## src/rtl/pattern_scan_sched.sv

```systemverilog
// Round-robin scheduler sharing one overlapping "11" Mealy detector among N word requesters.
// Optional SCAN_CARRY_EN keeps each channel's last shifted bit as detector history for its next word.
module pattern_scan_sched #(
   parameter int N  = 4,
   parameter int W  = 8,
   parameter int CW = $clog2(W) + 1,
   parameter int IW = $clog2(N)
) (
   input  logic           clk,
   input  logic           rst,
   input  logic [N-1:0]   req,
   input  logic [N*W-1:0] data_in,
   output logic [N-1:0]   gnt,
   output logic           busy,
   output logic           ser_bit,
   output logic           det,
   output logic           done,
   output logic [IW-1:0]  done_ch,
   output logic [CW-1:0]  match_cnt
);

   localparam int BW = $clog2(W);

   localparam logic [1:0] IDLE  = 2'd0;
   localparam logic [1:0] SHIFT = 2'd1;
   localparam logic [1:0] DONE  = 2'd2;

   logic [1:0]    state_reg;
   logic [IW-1:0] last_reg;
   logic [W-1:0]  shift_reg;
   logic          prev_reg;
   logic [BW-1:0] bit_cnt_reg;
   logic [CW-1:0] cnt_reg;
   logic [N-1:0]  gnt_reg;
   logic          done_reg;
   logic [IW-1:0] done_ch_reg;
   logic [CW-1:0] match_cnt_reg;

   logic [W-1:0]  word [N];
   logic [IW-1:0] sel;
   logic          found;
   logic          prev_init;
   logic          in_shift;
   logic          msb;

   generate
      for (genvar gi = 0; gi < N; gi++) begin : g_word
         assign word[gi] = data_in[gi*W +: W];
      end
   endgenerate

   // First requester strictly after the last grant, wrapping modulo N.
   always_comb begin
      int            k;
      logic [IW-1:0] kk;
      sel   = '0;
      found = 1'b0;
      k     = 0;
      kk    = '0;
      for (int i = 1; i <= N; i++) begin
         k  = (int'(last_reg) + i) % N;
         kk = IW'(k);
         if (!found && req[kk]) begin
            found = 1'b1;
            sel   = kk;
         end
      end
   end

`ifdef SCAN_CARRY_EN
   logic [N-1:0] carry_reg;

   always_ff @(posedge clk) begin
      if (rst) begin
         carry_reg <= '0;
      end else if (state_reg == DONE) begin
         carry_reg[last_reg] <= prev_reg;
      end
   end

   assign prev_init = carry_reg[sel];
`else
   assign prev_init = 1'b0;
`endif

   assign in_shift  = (state_reg == SHIFT);
   assign msb       = shift_reg[W-1];
   assign ser_bit   = in_shift & msb;
   assign det       = in_shift & prev_reg & msb;
   assign busy      = (state_reg != IDLE);
   assign gnt       = gnt_reg;
   assign done      = done_reg;
   assign done_ch   = done_ch_reg;
   assign match_cnt = match_cnt_reg;

   always_ff @(posedge clk) begin
      if (rst) begin
         state_reg     <= IDLE;
         last_reg      <= IW'(N - 1);
         shift_reg     <= '0;
         prev_reg      <= 1'b0;
         bit_cnt_reg   <= '0;
         cnt_reg       <= '0;
         gnt_reg       <= '0;
         done_reg      <= 1'b0;
         done_ch_reg   <= '0;
         match_cnt_reg <= '0;
      end else begin
         gnt_reg  <= '0;
         done_reg <= 1'b0;
         case (state_reg)
            IDLE: begin
               if (found) begin
                  shift_reg   <= word[sel];
                  gnt_reg     <= N'(1) << sel;
                  last_reg    <= sel;
                  prev_reg    <= prev_init;
                  bit_cnt_reg <= '0;
                  cnt_reg     <= '0;
                  state_reg   <= SHIFT;
               end
            end
            SHIFT: begin
               shift_reg   <= {shift_reg[W-2:0], 1'b0};
               prev_reg    <= msb;
               cnt_reg     <= cnt_reg + CW'(det);
               bit_cnt_reg <= bit_cnt_reg + BW'(1);
               // Results are captured on the way into DONE so they are valid alongside the pulse.
               if (bit_cnt_reg == BW'(W - 1)) begin
                  state_reg     <= DONE;
                  done_reg      <= 1'b1;
                  done_ch_reg   <= last_reg;
                  match_cnt_reg <= cnt_reg + CW'(det);
               end
            end
            DONE: begin
               state_reg <= IDLE;
            end
            default: begin
               state_reg <= IDLE;
            end
         endcase
      end
   end

endmodule

```

## config.mk

```make
export PLATFORM = sky130hd
export DESIGN_NAME = pattern_scan_sched
export DESIGN_NICKNAME = d
export VERILOG_FILES = /design/src/rtl/pattern_scan_sched.sv
export SDC_FILE = /design/constraint.sdc
export NUM_CORES = 1
export LEC_CHECK = 0
export ABC_AREA = 1
export BUFFER_PORTS_ARGS = -buffer_cell sky130_fd_sc_hd__buf_2
export CORE_AREA = 3 3 73 58
export CTS_CLUSTER_DIAMETER = 60
export DETAILED_ROUTE_END_ITERATION = 10
export DIE_AREA = 0 0 76 61
export GPL_ROUTABILITY_DRIVEN = 0
export PLACE_DENSITY = 0.77
export SYNTH_ARGS = -nofsm -noshare
export SYNTH_HDL_FRONTEND = slang
export SYNTH_SLANG_ARGS = --single-unit
```

## constraint.sdc

```tcl
create_clock -name clk -period 1.9 [get_ports clk]
set_input_delay 0.095 -clock clk [delete_from_list [all_inputs] [get_ports clk]]
set_output_delay 0.095 -clock clk [all_outputs]
set_load 0.02 [all_outputs]
```

==> impl_metrics.csv <==
group,metric,value,unit
outcome,run_status,"finished, final reports clean",
clock_tree,clk_pin_slew,0.06,ns
logic_synthesis,synthMostInstantiatedCell,"nand2_1",
sta,finalSetupViolCount,0,
die,start_util,0.501,
logic_synthesis,synth_area,0.00180,sq mm
sta,tightest_slew,0.300,ns
global_route,antenna_found_initial,0,
detailed_routing,ant_nets,0,
final_layout,post_route_cells_drive_above_1_share,0.312,
power_and_ir_drop,p_leak,1.24,nW
die,design.core.area,0.00359,sq mm
logic_synthesis,yosys-top-cells-area,"dfxtp_1, nand2_1, inv_1",
detailed_routing,wl_per_cell,10.9,um
min_path,hold_start,"data_in[7]",
die,rows,19,
sta,skew,0.00718,ns
final_layout,antenna_cells,0,
die,die_h,61,um
global_route,grt_max_degree,33,
logic_synthesis,yosys.area_share.simple,0.331,
sta,grt_setup_unrepaired,"yes",
clock_tree,holdBufCountCts,0,
place,dp_hpwl,2910,um
logic_synthesis,synthXorXnorAreaFrac,0.00974,
power_and_ir_drop,p_sw,0.00182,W
logic_synthesis,synthArstFlopShare,0,
global_route,track_usage,0.174,
logic_synthesis,synth_area_per_cell,6.54,sq um
sta,slew_viol_final,0,
setup_path,rr_endpoint,"shift_reg[2]",
global_route,grt_pass1_vias,1530,
place,port_buffers,51,
power_and_ir_drop,power_density,1670,mW/mm^2
final_layout,syn_to_final_growth,29.4,%
logic_synthesis,synth_top_family_by_area,"simple AND/OR/NAND/NOR gates",
logic_synthesis,synth_compound_area_frac,0.150,
clock_tree,clk_path_buf_depth,2,
final_layout,finalNonFillerCells,389,
power_and_ir_drop,seqPwrFrac,0.222,
power_and_ir_drop,intPower,0.00205,W
min_path,min_path_cells,5,
setup_path,crit_fanout,15,
clock_tree,clock-sinks,31,
final_layout,fin_util,0.648,
min_path,min_to,"shift_reg[7]",
logic_synthesis,synthAdderAreaFrac,0.0278,
detailed_routing,routed-via-count,1855,
sta,slew_headroom,0.800,
detailed_routing,drt-total-wl,4240,um
setup_path,startpoint_type,"flip-flop",
detailed_routing,viasPerCell,4.77,
detailed_routing,drt_pass1_iterations,4,
power_and_ir_drop,netSwitchingFraction,0.470,
sta,period_needed,1.82,ns
detailed_routing,drt-initial-drc-count,94,
global_route,grt_pass1_wl,6370,um
sta,finalHoldViolCount,0,
clock_tree,cts_root_buffer,"clkbuf_8",
logic_synthesis,synth.distinct_cells,27,
sta,clock.fmax,0.550,GHz
setup_path,cp_data_arrival_time,1.99,ns
setup_path,r2r_start,"last_reg[0]",
die,fp.dieW,76,um
logic_synthesis,yosysTopAreaCellShare,0.345,
power_and_ir_drop,p_clk_frac,0.172,
min_path,hp-class,"input pin to flip-flop",
final_layout,largest_reg_flops,8,
logic_synthesis,muxShareOfSynthArea,0,
sta,timing.hold.ws,0.106,ns
job,cap_violations,0,
logic_synthesis,yosysWarnings,0,
clock_tree,htreeDepth,2,
logic_synthesis,synth_seq_cells,31,
global_route,overflow,0,
die,io-pin-count,52,
logic_synthesis,syn_nets,317,
clock_tree,clk_latency,0.28,ns
setup_path,end_kind,"flip-flop",
logic_synthesis,synth_top_cell_by_area,"dfxtp_1",
logic_synthesis,yosysSeqAreaShare,0.345,
place,dp.cells,378,
logic_synthesis,synthTopCellsByCount,"nand2_1, inv_1, dfxtp_1",
logic_synthesis,synth-edff-count,0,
power_and_ir_drop,combPwrFrac,0.606,
logic_synthesis,netlist_instances,275,
final_layout,final_nets,378,
sta,tns,0,ns
power_and_ir_drop,ir_worst_vdd,0.930,mV
setup_path,reg2reg_slack,0.08,ns
setup_path,path_class,"flip-flop to flip-flop",
detailed_routing,drc,0,
clock_tree,cts_tree,"done",
setup_path,worstPathRequired,2.07,ns
clock_tree,cts_buffers,5,
sta,period_share,0.957,
setup_path,r2r_cells,13,
die,die_area,0.00464,sq mm
logic_synthesis,ys.flop_type,"dfxtp_1",
[worst max-delay path, stage by stage, from the launching register on]
cell	delay, ns
dfxtp_4	0.42
inv_8	0.07
nand2_1	0.08
nand2_2	0.08
nand2_2	0.08
nand2_2	0.07
nor2_4	0.12
nand3_2	0.12
nand2_4	0.18
nand2_8	0.11
o211ai_1	0.17
nand2_1	0.07
nand2_1	0.07
nand2_1	0.06
[metrics by stage]
step	power, W	cell area, sq um	worst slack (ns)
6_report	0.00388	2330	0.0821
5_1_grt	0.00418	2330	-0.0776
4_1_cts	0.00355	2240	0.0726
3_5_place_dp	0.00283	2110	-0.0939
3_3_place_gp	0.00279	2110	-0.00656
2_1_floorplan	0.00260	1800	0.0536
[cell type report]
type / count / area, sq um
clock inverter: 2 / 35.0
multi-input combinational: 194 / 1020
timing repair buffer: 61 / 330
sequential: 31 / 626
fill: 353 / 1260
clock buffer: 6 / 82.6
inverter: 43 / 171
tap: 52 / 65.1
[power groups by stage]
stage | combinational, W | sequential [W] | clock [W]
CTS | 0.00201 | 0.000851 | 0.000684
global route | 0.00261 | 0.000874 | 0.000701
global placement | 0.00193 | 0.000859 | 0
finish | 0.00235 | 0.000862 | 0.000668
detailed placement | 0.00196 | 0.000863 | 0
floorplan | 0.00174 | 0.000867 | 0
[per-layer routing]
layer	vias to the layer above	routed length, um	global-route usage
met5	-	0	0
met2	52	1940	0.284
met1	811	1990	0.219
li1	985	-	-
met3	7	234	0.0415
met4	0	76	0.0930
[logic make-up (layout without fill, tap and decap cells)]
logic type | count (synthesis) | in the layout
AO/OA/AOI/OAI | 48 | 48
XOR/XNOR | 2 | 2
adder cells (fa/ha/maj) | 4 | 4
buffers and inverters | 52 | 112
flip-flops | 31 | 31
AND/OR/NAND/NOR | 138 | 140
[what timing repair did]
item	CTS	global route
gates cloned	0	2
pin swaps	0	8
resized for setup	2	18
setup endpoints to repair	10	10
setup buffers	0	1
[placed cells by master (no fill, tap or decap), types with 7 or more instances in the layout]
cell type | synthesis | routed
o211ai_1 | 7 | 7
inv_1 | 39 | 37
nand3_1 | 9 | 8
buf_2 | 0 | 51
a21oi_1 | 21 | 21
o21ai_1 | 7 | 7
buf_4 | 1 | 10
nand2_1 | 101 | 94
dfxtp_1 | 31 | 29
nor2_1 | 12 | 10
nand2_2 | 9 | 14
[worst max-delay path by stage]
| stage | start | to | slack [ns] | depth (start not counted) |
|---|---|---|---|---|
| 3_5_place_dp | last_reg[0] | shift_reg[1] | -0.09 | 17 |
| 3_3_place_gp | last_reg[0] | shift_reg[1] | -0.007 | 17 |
| 6_report | last_reg[0] | shift_reg[2] | 0.08 | 13 |
| 4_1_cts | last_reg[0] | shift_reg[1] | 0.07 | 17 |
| 5_1_grt | last_reg[0] | shift_reg[6] | -0.08 | 13 |
| 2_1_floorplan | state_reg[0] | match_cnt[2] | 0.05 | 10 |
Note: power is estimated with default switching activity, not from simulation.
